==> src/rtl/spi_block_tx.sv <==
// SPI mode-0 block transmitter: buffers upstream blocks in a small FIFO and sends each as one CS-framed, MSB-first word.
// Optional build macro SPI_BLOCK_TX_FRAME_COUNT_EN enables the word counter and frame_done_out pulse.
module spi_block_tx #(
  parameter int REGISTER_SIZE   = 32,
  parameter int NUM_BLOCKS      = 128,
  parameter int DATA_CLK_PERIOD = 100,
  parameter int FIFO_DEPTH      = 4
) (
  input  logic                     clk_in,
  input  logic                     rst_in,
  input  logic [REGISTER_SIZE-1:0] block_in,
  input  logic                     valid_in,
  output logic                     ready_out,
  output logic                     chip_data_out,
  output logic                     chip_clk_out,
  output logic                     chip_sel_out,
  output logic                     busy_out,
  output logic                     frame_done_out
);
  localparam int HALF = DATA_CLK_PERIOD / 2;
  localparam int CW   = (HALF > 1) ? $clog2(HALF) : 1;
  localparam int BW   = (REGISTER_SIZE > 1) ? $clog2(REGISTER_SIZE) : 1;
  localparam int PW   = $clog2(FIFO_DEPTH);
  localparam logic [CW-1:0] HALF_LAST = CW'(HALF - 1);
  localparam logic [BW-1:0] BIT_LAST  = BW'(REGISTER_SIZE - 1);
  localparam logic [PW:0]   DEPTH_C   = (PW + 1)'(FIFO_DEPTH);

  typedef enum logic [2:0] {IDLE, SETUP, XFER_HI, XFER_LO, GAP} state_e;

  state_e                   state_q, state_d;
  logic [REGISTER_SIZE-1:0] mem_q [FIFO_DEPTH];
  logic [PW-1:0]            head_q, head_d, tail_q, tail_d;
  logic [PW:0]              count_q, count_d;
  logic [REGISTER_SIZE-1:0] shift_q, shift_d;
  logic [CW-1:0]            cnt_q, cnt_d;
  logic [BW-1:0]            bit_q, bit_d;
  logic                     ready_q, ready_d;
  logic                     cs_q, cs_d, sck_q, sck_d, sdo_q, sdo_d, busy_q, busy_d;
  logic                     push, pop, half_done, last_bit, xfer;

  assign push      = valid_in && ready_q;
  assign half_done = (cnt_q == HALF_LAST);
  assign last_bit  = (bit_q == BIT_LAST);

  // State register and registered outputs
  always_ff @(posedge clk_in) begin
    if (rst_in) begin
      state_q <= IDLE;
      head_q  <= '0;
      tail_q  <= '0;
      count_q <= '0;
      shift_q <= '0;
      cnt_q   <= '0;
      bit_q   <= '0;
      ready_q <= 1'b1;
      cs_q    <= 1'b1;
      sck_q   <= 1'b0;
      sdo_q   <= 1'b0;
      busy_q  <= 1'b0;
    end else begin
      state_q <= state_d;
      head_q  <= head_d;
      tail_q  <= tail_d;
      count_q <= count_d;
      shift_q <= shift_d;
      cnt_q   <= cnt_d;
      bit_q   <= bit_d;
      ready_q <= ready_d;
      cs_q    <= cs_d;
      sck_q   <= sck_d;
      sdo_q   <= sdo_d;
      busy_q  <= busy_d;
    end
  end

  always_ff @(posedge clk_in) begin
    if (push) mem_q[tail_q] <= block_in;
  end

  // Next-state logic; pop happens only on the transition into SETUP
  always_comb begin
    state_d = state_q;
    pop     = 1'b0;
    unique case (state_q)
      IDLE:    if (count_q != '0) begin state_d = SETUP; pop = 1'b1; end
      SETUP:   if (half_done) state_d = XFER_HI;
      XFER_HI: if (half_done) state_d = XFER_LO;
      XFER_LO: if (half_done) state_d = last_bit ? GAP : XFER_HI;
      GAP: if (half_done) begin
        if (count_q != '0) begin state_d = SETUP; pop = 1'b1; end
        else state_d = IDLE;
      end
      default: state_d = IDLE;
    endcase
  end

  // FIFO pointers and serializer datapath
  always_comb begin
    head_d  = pop  ? head_q + PW'(1) : head_q;
    tail_d  = push ? tail_q + PW'(1) : tail_q;
    count_d = count_q;
    unique case ({push, pop})
      2'b10:   count_d = count_q + (PW + 1)'(1);
      2'b01:   count_d = count_q - (PW + 1)'(1);
      default: count_d = count_q;
    endcase
    ready_d = (count_d != DEPTH_C);
    shift_d = shift_q;
    bit_d   = bit_q;
    cnt_d   = '0;
    if (state_q != IDLE && !half_done) cnt_d = cnt_q + CW'(1);
    if (pop) begin
      shift_d = mem_q[head_q];
      bit_d   = '0;
    end else if (state_q == XFER_HI && half_done && !last_bit) begin
      shift_d = {shift_q[REGISTER_SIZE-2:0], 1'b0};
    end else if (state_q == XFER_LO && half_done) begin
      bit_d = last_bit ? '0 : bit_q + BW'(1);
    end
  end

  // Outputs decoded from next state so the pins are registered
  always_comb begin
    xfer   = (state_d == SETUP) || (state_d == XFER_HI) || (state_d == XFER_LO);
    cs_d   = !xfer;
    sck_d  = (state_d == XFER_HI);
    sdo_d  = xfer && shift_d[REGISTER_SIZE-1];
    busy_d = (state_d != IDLE);
  end

  assign ready_out     = ready_q;
  assign chip_sel_out  = cs_q;
  assign chip_clk_out  = sck_q;
  assign chip_data_out = sdo_q;
  assign busy_out      = busy_q;

`ifdef SPI_BLOCK_TX_FRAME_COUNT_EN
  localparam int WW = (NUM_BLOCKS > 1) ? $clog2(NUM_BLOCKS) : 1;
  localparam logic [WW-1:0] WORD_LAST = WW'(NUM_BLOCKS - 1);
  logic [WW-1:0] word_q, word_d;
  logic          fd_q, fd_d;

  always_comb begin
    word_d = word_q;
    fd_d   = 1'b0;
    if (state_q == GAP && half_done) begin
      if (word_q == WORD_LAST) begin
        word_d = '0;
        fd_d   = 1'b1;
      end else begin
        word_d = word_q + WW'(1);
      end
    end
  end

  always_ff @(posedge clk_in) begin
    if (rst_in) begin
      word_q <= '0;
      fd_q   <= 1'b0;
    end else begin
      word_q <= word_d;
      fd_q   <= fd_d;
    end
  end

  assign frame_done_out = fd_q;
`else
  assign frame_done_out = 1'b0;
`endif
endmodule

==> config.mk <==
export PLATFORM = sky130hd
export DESIGN_NAME = spi_block_tx
export DESIGN_NICKNAME = d
export VERILOG_FILES = /design/src/rtl/spi_block_tx.sv
export SDC_FILE = /design/constraint.sdc
export NUM_CORES = 1
export LEC_CHECK = 0
export BUFFER_PORTS_ARGS = -buffer_cell sky130_fd_sc_hd__buf_4
export CAP_MARGIN = 25
export CORE_MARGIN = 1
export CORE_UTILIZATION = 65
export DETAILED_ROUTE_END_ITERATION = 8
export PLACE_DENSITY_LB_ADDON = 0.15
export RECOVER_POWER = 50
export SYNTH_ARGS = -nofsm -noshare
export SYNTH_HDL_FRONTEND = slang
export SYNTH_SLANG_ARGS = --single-unit
==> constraint.sdc <==
create_clock -name clk_in -period 6.94 [get_ports clk_in]
set_clock_uncertainty 0.05 [all_clocks]
set_input_delay 0.347 -clock clk_in [delete_from_list [all_inputs] [get_ports clk_in]]
set_output_delay 0.347 -clock clk_in [all_outputs]
set_load 0.01 [all_outputs]
Word-level counts from Yosys, hierarchy flattened
Memories as Yosys holds them, arrays and structs flattened. A register that Yosys moved wholly into a read port is not among the register bits.
Cells that the tools add are included.
{"block": "op_classes", "n_reduce_logical": 19, "shifts": 0, "n_bitwise": 2, "mul": 0, "magnitude_cmp": 0, "eq_ne": 12, "div_mod_pow": 0, "mux": 19, "addsub": 6}
{"op": "32-bit two-way mux", "count": 2}
{"op": "3-bit two-way mux", "count": 6}
{"op": "3-bit one-hot mux with 5 select lines", "count": 1}
{"op": "3-bit by 2-bit equality test with 1-bit output, second input constant", "count": 4}
{"op": "3-bit nonzero test", "count": 3}
{"op": "6-bit by 1-bit adder with 6-bit output, second input constant", "count": 1}
{"op": "3-bit by 1-bit equality test with 1-bit output, second input constant", "count": 2}
{"op": "6-bit equality test, second input constant", "count": 1}
{"op": "1-bit logical AND", "count": 6}
{"op": "3-bit one-hot mux with 2 select lines", "count": 1}
{"op": "5-bit by 1-bit adder with 5-bit output, second input constant", "count": 1}
{"op": "5-bit equality test, second input constant", "count": 1}
{"op": "1-bit two-way mux", "count": 5}
{"op": "5-bit two-way mux", "count": 1}
{"op": "2-bit by 1-bit adder with 2-bit output, second input constant", "count": 2}
{"op": "2-bit two-way mux", "count": 2}
{"op": "2-bit OR reduction", "count": 2}
{"op": "3-bit by 1-bit adder with 3-bit output, second input constant", "count": 1}
{"op": "3-bit equality test, second input constant", "count": 1}
{"op": "1-bit zero test", "count": 3}
{"op": "3-bit zero test", "count": 1}
{"op": "3-bit inequality test, second input constant", "count": 1}
{"op": "3-bit by 1-bit subtractor with 3-bit output, second input constant", "count": 1}
{"op": "2-bit by 1-bit equality test with 1-bit output, second input constant", "count": 1}
{"op": "6 further kinds", "count": 8}
{"block": "word_totals", "rom_bits": 0, "ff_bits": 58, "latchBits": 0, "input_bits": 35, "mem_count": 1, "elab_cells": 72, "mem_bits_rw": 128}
{"name": "mem_q", "depth": 4, "width": 32, "rd": 1, "rd_clocked_by_memory_dff": 1, "wr": 1, "line_no": "31", "text": "logic [REGISTER_SIZE-1:0] mem_q [FIFO_DEPTH];"}

Longest topological paths before layout
Gate-level depths: netlist (run 1).
{"block": "logic_depth", "word_depth": 8, "ltp_mapped": 14}

Worst setup path after synthesis (run 1)
No wires, ideal clock.
{"block": "synth_timing", "kind": "reg-to-reg", "start": "reg cnt_q[0]", "end": "reg ready_q, in the netlist ready_out", "stages_incl_launch_ff": 14, "period_less_slack_ps": 2742, "arrival_ps": 2575, "path_buffers": 2, "t_required_ps": 6772, "path_slack_ps": 4198, "setup_time_ps": 118, "cell_sequence": "dfxtp_1 ha_1 nand4b_1 clkbuf_2 a211o_1 buf_2 inv_2 ha_1 inv_1 fa_1 xor2_1 or3_1 a21oi_1 nand2b_1"}
{"block": "synth_between", "elab_chain_cells": 6, "word_cells_on_any_way": 7}
{"item": "from (decl)", "line_no": "35", "text": "logic [CW-1:0] cnt_q, cnt_d;"}
{"item": "from (signal assigned)", "line_no": "66", "text": "cnt_q <= cnt_d;"}
{"item": "6-bit equality test (*)", "line_no": "42", "text": "assign half_done = (cnt_q == HALF_LAST);"}
{"item": "1-bit two-way mux (*)", "line_no": "89", "text": "GAP: if (half_done) begin"}
{"item": "1-bit one-hot mux with 2 select lines (*)", "line_no": "84", "text": "unique case (state_q)"}
{"item": "2-bit by 1-bit equality test with 1-bit output / 2-bit equality test (equally long branches)", "line_no": "102", "text": "unique case ({push, pop})"}
{"item": "3-bit one-hot mux with 2 select lines (*)", "line_no": "102"}
{"item": "3-bit inequality test (*)", "line_no": "107", "text": "ready_d = (count_d != DEPTH_C);"}
{"item": "to (signal assigned)", "line_no": "68", "text": "ready_q <= ready_d;"}
{"item": "to (decl)", "line_no": "37", "text": "logic ready_q, ready_d;"}
Mark *: on every way between the ends. The rest lies on a longest branch, timed or not.
A chain may end at the register's enable or synchronous reset.

Worst setup path in the final report (run 1)
Same ends and word-level chain as after synthesis.

==> results of run 1 <==
-- worst paths after layout --
check,depth (start not counted),end,from,slack [ps]
setup / recovery,11,ready_out$_SDFF_PP1_,cnt_q[0]$_SDFF_PP0_,3620
hold / removal,1,mem_q[2][12]$_DFFE_PP_,block_in[12],120
setup reg to reg,11,ready_out$_SDFF_PP1_,cnt_q[0]$_SDFF_PP0_,3620
hold reg to reg,1,cnt_q[0]$_SDFF_PP0_,cnt_q[0]$_SDFF_PP0_,420
-- flip-flops by register name, summed over array words and instances, names as in the netlist, named ones only --
signal         count
count_q            3
chip_sel_out       1
ready_out          1
head_q             2
tail_q             2
mem_q            128
busy_out           1
cnt_q              6
state_q            3
chip_clk_out       1
bit_q              5
shift_q           32
chip_data_out      1
-- metrics by stage --
step | util [%] | cells | worst slack [ps] | cell area [um2] | hold WS (ps)
2_1_floorplan | - | 501 | 4198 | 7342 | 378.2
3_3_place_gp | 70.51 | 652 | 3566 | 7711 | 399.7
3_5_place_dp | 70.51 | 652 | 3394 | 7711 | 409.0
4_1_cts | 75.89 | 684 | 3384 | 8299 | 56.23
5_1_grt | 74.99 | 686 | 3417 | 8200 | 116.3
6_report | 74.99 | 686 | 3621 | 8200 | 122.6
-- final cells by class --
type                            count  area share (%)
Sequential cell                   188           61.53
Timing Repair Buffer               48           3.006
Tap cell                          140           2.136
Multi-Input combinational cell    268           25.69
Clock inverter                      8          0.6408
Clock buffer                       24           6.530
Inverter                           10          0.4577
-- report_power, final --
group	switching (mW)	internal, mW
Combinational	0.391	0.319
Clock	0.392	0.541
Sequential	0.104	1.41
-- layer usage --
| layer | track usage, % | vias up | wire length [um] |
|---|---|---|---|
| met4 | 9.170 | 0 | 209 |
| li1 | - | 1960 | - |
| met3 | 6.148 | 20 | 694 |
| met2 | 41.08 | 117 | 6808 |
| met1 | 31.03 | 2122 | 5523 |
| met5 | 0 | - | 0 |
-- logic make-up (layout without fill, tap and decap cells) --
| family | Yosys count | count (layout) | share of synthesized area (%) |
|---|---|---|---|
| adders and majority gates | 10 | 10 | 1.806 |
| xor gates and xnor gates | 8 | 8 | 0.9542 |
| muxes | 35 | 35 | 10.22 |
| AOI/OAI and AO/OA | 55 | 55 | 5.794 |
| buffers and inverters | 45 | 90 | 2.607 |
| other | 1 | 1 | 0.05108 |
| and+or+nand+nor | 159 | 159 | 9.850 |
| DFF | 188 | 188 | 68.71 |
-- cell usage in the layout (no fill, tap or decap), types with 20 or more instances in the layout --
cell type	instances
sky130_fd_sc_hd__a311oi_1	32
sky130_fd_sc_hd__clkbuf_1	41
sky130_fd_sc_hd__clkbuf_16	20
sky130_fd_sc_hd__dfxtp_1	59
sky130_fd_sc_hd__edfxtp_1	128
sky130_fd_sc_hd__mux4_2	32
sky130_fd_sc_hd__nand2_1	69
sky130_fd_sc_hd__nor2_1	47
==> impl_summary.log, run 1 <==
INFO  metric slowest_stage = sky130_fd_sc_hd__a211o_2
INFO  metric yosys-top-cells-area = sky130_fd_sc_hd__edfxtp_1 (52%), sky130_fd_sc_hd__dfxtp_1 (16%), sky130_fd_sc_hd__mux4_2 (9.8%), sky130_fd_sc_hd__a311oi_1 (3.8%), sky130_fd_sc_hd__nand2_1 (3.5%)
INFO  metric cpLargestDelayFamily = compound AO/OA/AOI/OAI gates
INFO  metric ys_async_sr_fraction = 0%
INFO  metric fin_total_pwr = 3.154 mW
INFO  metric fillerInstances = 699
INFO  metric power-per-cell-area = ~380 nW/um2
INFO  metric synth-edff-count = 128
INFO  metric multi_input_comb_area = 2107 um2
INFO  metric worst_hold_path_type = in2reg
INFO  metric synth_seq_cells = 188
INFO  metric synthesized_instance_count = 501
INFO  metric ctsLongestPathBuffers = 2
INFO  metric drc = 0
INFO  metric cts_setup_buffers = 0
INFO  metric final_layout_size_suffix_gt1_share = 14.10%
INFO  metric synth.most_common_cell = sky130_fd_sc_hd__edfxtp_1
INFO  metric worst_ir_drop_vdd = around 250 uV
INFO  metric routed_wl = 13,240 um
INFO  metric max_clock_freq = 301.3 MHz
INFO  metric grt.overflow.total = 0
INFO  metric antenna_found_initial = 0
INFO  metric proportion_of_netlist_area_held_by_the_largest_area_contributor = around 52%
INFO  metric detail_route.first_pass.iterations = 5
INFO  metric ctsHoldBuffers = 0
INFO  metric highest_fanout_seen_on_the_critical_path = 24
INFO  metric avgViaCountPerCell = 6.150
INFO  metric yosys_warnings = 0
INFO  metric routed_wire_length_per_instance = 19.29 um
INFO  metric relSlewSlack = -49.48%
INFO  metric violations = max-capacitance violations, max-slew violations
INFO  metric cts-root-buf = sky130_fd_sc_hd__clkbuf_16
INFO  metric hold_violations = 0
INFO  metric initial_core_util = around two thirds
INFO  metric fp-row-count = 38
INFO  metric setup_total_negative_slack = 0 ps
INFO  metric critical_path_arrival = 3580 ps
INFO  metric placement.io_buffers = 39
INFO  metric core-area = between 10,000 and 15,000 um2
INFO  metric dp.final_hpwl = 7421 um
INFO  metric synth.avg_cell_area = 14.65 um2
INFO  metric design.final.nets = 578
INFO  metric timing.critical_path.required = 7200 ps
INFO  metric design.portCount = 41
INFO  metric synthesized_area = 7342 um2
INFO  metric synth_common_cells = sky130_fd_sc_hd__edfxtp_1 (128), sky130_fd_sc_hd__nand2_1 (69), sky130_fd_sc_hd__dfxtp_1 (60), sky130_fd_sc_hd__nor2_1 (47)
INFO  metric die_width = 108.3 um
INFO  metric grt_pass1_vias = roughly 4,200
INFO  metric min_period_over_period = 47.82%
INFO  metric critical_path.startpoint_type = flip-flop
INFO  metric clkSinkCount = 188
INFO  metric grt_max_degree = 67
INFO  metric run_status = finished, violations left
INFO  metric clk_latency = approximately 420 ps
INFO  metric yosysSeqAreaShare = 68.71%
INFO  metric crit_path_class = reg2reg
INFO  metric max_cap_viol_count = 2
INFO  metric dieHeight = between 100 and 150 um
INFO  metric antenna-diode-count = 0
INFO  metric power_leakage = 2.696 nW
INFO  metric setup-violations-final = 0
INFO  metric clock_tree_from_tritoncts = done
INFO  metric chain_of_cells_forming_the_critical_path = ha_1, nand4b_1, a211o_2, inv_2, ha_1, inv_1, fa_1, xor2_1, or3_1, a21oi_1, nand2b_1
INFO  metric area_delta_synth_final = 11.69%
INFO  metric sequential_cell_area = just over 5000 um2
INFO  metric cts_max_level = 4
INFO  metric tightest_slew = 2242 ps
INFO  metric drtAntennaViolNets = 0
INFO  metric rsz0062_at_grt = false
INFO  metric most_frequent_cp_cell = sky130_fd_sc_hd__ha_1
INFO  metric critical_path.max_stage_delay = 650 ps
INFO  metric dominantRegCellSynth = sky130_fd_sc_hd__edfxtp_1
INFO  metric syn-num-nets = 546
INFO  metric initialDrtViolationCount = approximately 350
INFO  metric critPathBufInv = 2
INFO  metric number_of_distinct_library_cells_after_synthesis = between 40 and 50
INFO  metric cts-resized-gates = 0
INFO  metric finalCriticalPeriod = 3319 ps
INFO  metric final_max_slew_viol_count = 66
INFO  metric grt_first_pass_wirelength = 20,700 um
INFO  metric vias = 4,219
INFO  metric worst_setup_path_end_kind = flip-flop
INFO  metric clk_pin_slew = 60 ps
INFO  metric synth_largest_area_cell = sky130_fd_sc_hd__edfxtp_1
INFO  metric weighted_congestion_at_the_end_of_routability_driven_global_placement = 0.7815
INFO  metric cts_inserted_buffers = 17
INFO  metric total_die_area = between 10,000 and 15,000 um2
INFO  metric grt_usage = 24.48%
Note: power is estimated with default switching activity, not from simulation.
==> run 2, diff against run 1 <==
--- a/config.mk
+++ b/config.mk
@@ -8,7 +8,7 @@
 export BUFFER_PORTS_ARGS = -buffer_cell sky130_fd_sc_hd__buf_4
 export CAP_MARGIN = 25
 export CORE_MARGIN = 1
-export CORE_UTILIZATION = 65
+export CORE_UTILIZATION = 54
 export DETAILED_ROUTE_END_ITERATION = 8
 export PLACE_DENSITY_LB_ADDON = 0.15
 export RECOVER_POWER = 50
==> constraint.sdc (replaced) <==
create_clock -name clk_in -period 2.7 [get_ports clk_in]
set_clock_uncertainty 0.05 [all_clocks]
set_input_delay 0.135 -clock clk_in [delete_from_list [all_inputs] [get_ports clk_in]]
set_output_delay 0.135 -clock clk_in [all_outputs]
set_load 0.01 [all_outputs]
==> run 2 against run 1 <==
  * The run now ends clean
  * Clock power is 150% higher
  * Non-clock buffer count is 39 higher
  * Global-route usage is 4.5 points lower
  * Design area is 4.5% higher
  * Clock-buffer cell count is 2 lower
  * Total power grew to 2.5 times the previous value
  * Sequential power grew to 2.5 times the previous value
  * First-iteration DRC count is 8.1% lower
  * Worst hold slack worse by 8.2 ps
  * Flip-flop and latch count stayed put
  * Routed wire length is 3.1% lower
  * Fmax is 30% higher
  * Critical endpoint unchanged
  * Largest cell class unchanged
  * Largest power group unchanged
  * Highest routed layer unchanged
==> impl_summary.log, run 2 (synthesized netlist as in run 1, its figures left out) <==
INFO  metric grt.overflow.total = 0 (unchanged)
INFO  metric antenna-diode-count = 0 (unchanged)
INFO  metric dp_slack = 144.8 ps (was 3394 ps)
INFO  metric vias = 4,236 (was 4,219)
INFO  metric worst_r2r_path_depth = 12 (was 11)
INFO  metric fp-row-count = 42 (was 38)
INFO  metric grt_usage = 19.99% (was 24.48%)
INFO  metric weighted_congestion_at_the_end_of_routability_driven_global_placement = 0.7464 (was 0.7815)
INFO  metric crit_path_class = reg2reg (unchanged)
INFO  metric dieHeight = 118.6 um (was 108.3 um)
INFO  metric grt_max_degree = 66 (was 67)
INFO  metric initial_core_util = 55.44% (was 67.14%)
INFO  metric tightest_slew = 1064 ps (was 2242 ps)
INFO  metric hold_violations = 0 (unchanged)
INFO  metric clk_latency = 420 ps (about the same)
INFO  metric final_cell_mix = sky130_fd_sc_hd__edfxtp_1 (128), sky130_fd_sc_hd__nand2_1 (69), sky130_fd_sc_hd__dfxtp_1 (58), sky130_fd_sc_hd__nor2_1 (47), sky130_fd_sc_hd__clkbuf_1 (41) (was sky130_fd_sc_hd__edfxtp_1 (128), sky130_fd_sc_hd__nand2_1 (69), sky130_fd_sc_hd__dfxtp_1 (59), sky130_fd_sc_hd__nor2_1 (47), sky130_fd_sc_hd__clkbuf_1 (41))
INFO  metric clkSinkCount = 188 (unchanged)
INFO  metric clock_tree_from_tritoncts = done (unchanged)
INFO  metric dp.final_hpwl = 7139 um (was 7421 um)
INFO  metric setup-violations-final = 0 (unchanged)
INFO  metric ctsLongestPathBuffers = 2 (unchanged)
INFO  metric area_delta_synth_final = 16.70% (was 11.69%)
INFO  metric fin_total_pwr = 8.013 mW (was 3.154 mW)
INFO  metric avgViaCountPerCell = 5.566 (was 6.150)
INFO  metric design.portCount = 41 (unchanged)
INFO  metric drc = 0 (unchanged)
INFO  metric setup_total_negative_slack = 0 ps (unchanged)
INFO  metric worst_setup_path_end_kind = flip-flop (unchanged)
INFO  metric fillerInstances = 1,014 (was 699)
INFO  metric route.layer.met1.wl = 5797 um (was 5523 um)
INFO  metric whs_path_depth = 2 (was 1)
INFO  metric routed-wl-met3 = 450 um (was 694 um)
INFO  metric layout.cells.most_common = sky130_fd_sc_hd__edfxtp_1 (unchanged)
INFO  metric final_max_slew_viol_count = 0 (was 66)
INFO  metric final-instance-count-excl-fill = 761 (was 686)
INFO  metric routed_wl = 12,830 um (was 13,240 um)
INFO  metric routed_wire_length_per_instance = 16.86 um (was 19.29 um)
INFO  metric cts_max_level = 4 (unchanged)
INFO  metric route.top_layer_used = met4 (unchanged)
INFO  metric highest_fanout_seen_on_the_critical_path = 3 (was 24)
INFO  metric top_flop_regs = mem_q (128), shift_q (32), cnt_q (6) (unchanged)
INFO  metric die_width = 118.6 um (was 108.3 um)
INFO  metric detail_route.first_pass.iterations = 5 (unchanged)
INFO  metric fin_area = 8568 um2 (was 8200 um2)
INFO  metric placed_cell_area = 7821 um2 (was 7711 um2)
INFO  metric relSlewSlack = 29.09% (was -49.48%)
INFO  metric core-area = 13,240 um2 (was 10,940 um2)
INFO  metric detailroute.wirelength.met2 = 6316 um (was 6808 um)
INFO  metric min_period_over_period = 94.30% (was 47.82%)
INFO  metric timing.hold.worst_endpoint = count_q[0]$_SDFF_PP0_ (was mem_q[2][12]$_DFFE_PP_)
INFO  metric largest_register_ffs = 128 (unchanged)
INFO  metric grt_first_pass_wirelength = 21,020 um (was 20,700 um)
INFO  metric initialDrtViolationCount = 317 (was 345)
INFO  metric finalCriticalPeriod = 2546 ps (was 3319 ps)
INFO  metric critical_path_arrival = 2810 ps (was 3580 ps)
INFO  metric power_leakage = 2.839 nW (was 2.696 nW)
INFO  metric clk_pin_slew = 60 ps (about the same)
INFO  metric max_clock_freq = 392.8 MHz (was 301.3 MHz)
INFO  metric sequential_cell_area = 5047 um2 (was 5046 um2)
INFO  metric design.final.nets = 617 (was 578)
INFO  metric rsz0062_at_grt = false (unchanged)
INFO  metric min-delay-start = rst_in (was block_in[12])
INFO  metric multi_input_comb_area = 2117 um2 (was 2107 um2)
INFO  metric run_status = complete, no violations (was finished, violations left)
INFO  metric fin_ws = 153.9 ps (was 3621 ps)
INFO  metric grt_pass1_vias = 4,257 (was 4,201)
INFO  metric timing.reg2reg.setup_slack = 150 ps (was 3620 ps)
INFO  metric antenna_found_initial = 0 (unchanged)
INFO  metric max_cap_viol_count = 0 (was 2)
INFO  metric cts-root-buf = sky130_fd_sc_hd__clkbuf_16 (unchanged)
INFO  metric drtAntennaViolNets = 0 (unchanged)
INFO  metric power-per-cell-area = 935.2 nW/um2 (was 384.7 nW/um2)
INFO  metric timing.critical_path.required = 2960 ps (was 7200 ps)
INFO  metric total_die_area = 14,070 um2 (was 11,720 um2)
INFO  metric critical_path.startpoint_type = flip-flop (unchanged)
INFO  metric placement.io_buffers = 39 (unchanged)
INFO  metric reg2reg_start = cnt_q[1]$_SDFF_PP0_ (was cnt_q[0]$_SDFF_PP0_)
INFO  metric final_layout_size_suffix_gt1_share = 14.36% (was 14.10%)
INFO  metric dp_cells = 696 (was 652)
INFO  metric registers.top_by_ff_count = mem_q (unchanged)
INFO  metric hold_ws = 114.4 ps (was 122.6 ps)
INFO  metric cts_inserted_buffers = 17 (unchanged)
INFO  metric final_core_utilization = 64.70% (was 74.99%)
INFO  metric worst_hold_path_type = in2reg (unchanged)
INFO  metric crit-reg2reg-capture = ready_out$_SDFF_PP1_ (unchanged)
INFO  metric worst_ir_drop_vdd = 554.6 uV (was 250.0 uV)
[run 2: timing repair]
action                                  CTS  global route
hold endpoints to repair                129             0
resized for setup                         0             2
hold buffers                             33             0
setup buffers                             0             0
endpoints found under the setup margin    0             3
[run 2: worst max-delay path, cell delays in order (launching register included)]
cell,delay [ps]
sky130_fd_sc_hd__dfxtp_1,320
sky130_fd_sc_hd__inv_1,60
sky130_fd_sc_hd__ha_1,160
sky130_fd_sc_hd__nand4b_1,120
sky130_fd_sc_hd__a211o_2,360
sky130_fd_sc_hd__inv_2,80
sky130_fd_sc_hd__ha_1,170
sky130_fd_sc_hd__inv_1,60
sky130_fd_sc_hd__fa_1,370
sky130_fd_sc_hd__xor2_1,160
sky130_fd_sc_hd__or3_1,330
sky130_fd_sc_hd__a21oi_2,140
sky130_fd_sc_hd__nand2b_1,60
[run 2: worst max path at each step]
stage | from | to | depth (start not counted)
2_1_floorplan | cnt_q[1]$_SDFF_PP0_ | ready_out$_SDFF_PP1_ | 14
3_3_place_gp | bit_q[0]$_SDFFE_PP0P_ | chip_data_out$_SDFF_PP0_ | 7
3_5_place_dp | cnt_q[1]$_SDFF_PP0_ | ready_out$_SDFF_PP1_ | 12
4_1_cts | cnt_q[1]$_SDFF_PP0_ | ready_out$_SDFF_PP1_ | 12
5_1_grt | cnt_q[1]$_SDFF_PP0_ | ready_out$_SDFF_PP1_ | 12
6_report | cnt_q[1]$_SDFF_PP0_ | ready_out$_SDFF_PP1_ | 12
[run 2: layer usage]
| layer | vias up | global-route usage, % |
|---|---|---|
| met5 | - | 0 |
| met2 | 71 | 32.64 |
| met3 | 18 | 5.454 |
| met4 | 0 | 8.307 |
| met1 | 2114 | 25.24 |
| li1 | 2033 | - |
[run 2: power by group]
group,switching [mW],internal (mW),leakage [nW]
Combinational,1.02,0.851,0.900
Sequential,0.207,3.61,1.67
Clock,1.00,1.32,0.270
Total,2.23,5.78,2.84
[run 2: layout make-up]
type	count	share of cell area [%]
timing repair buffer	87	6.936
sequential	188	58.91
clock buffer	22	5.418
clock inverter	10	1.022
tap	176	2.570
inverter	10	0.4381
multi-input combinational	268	24.71
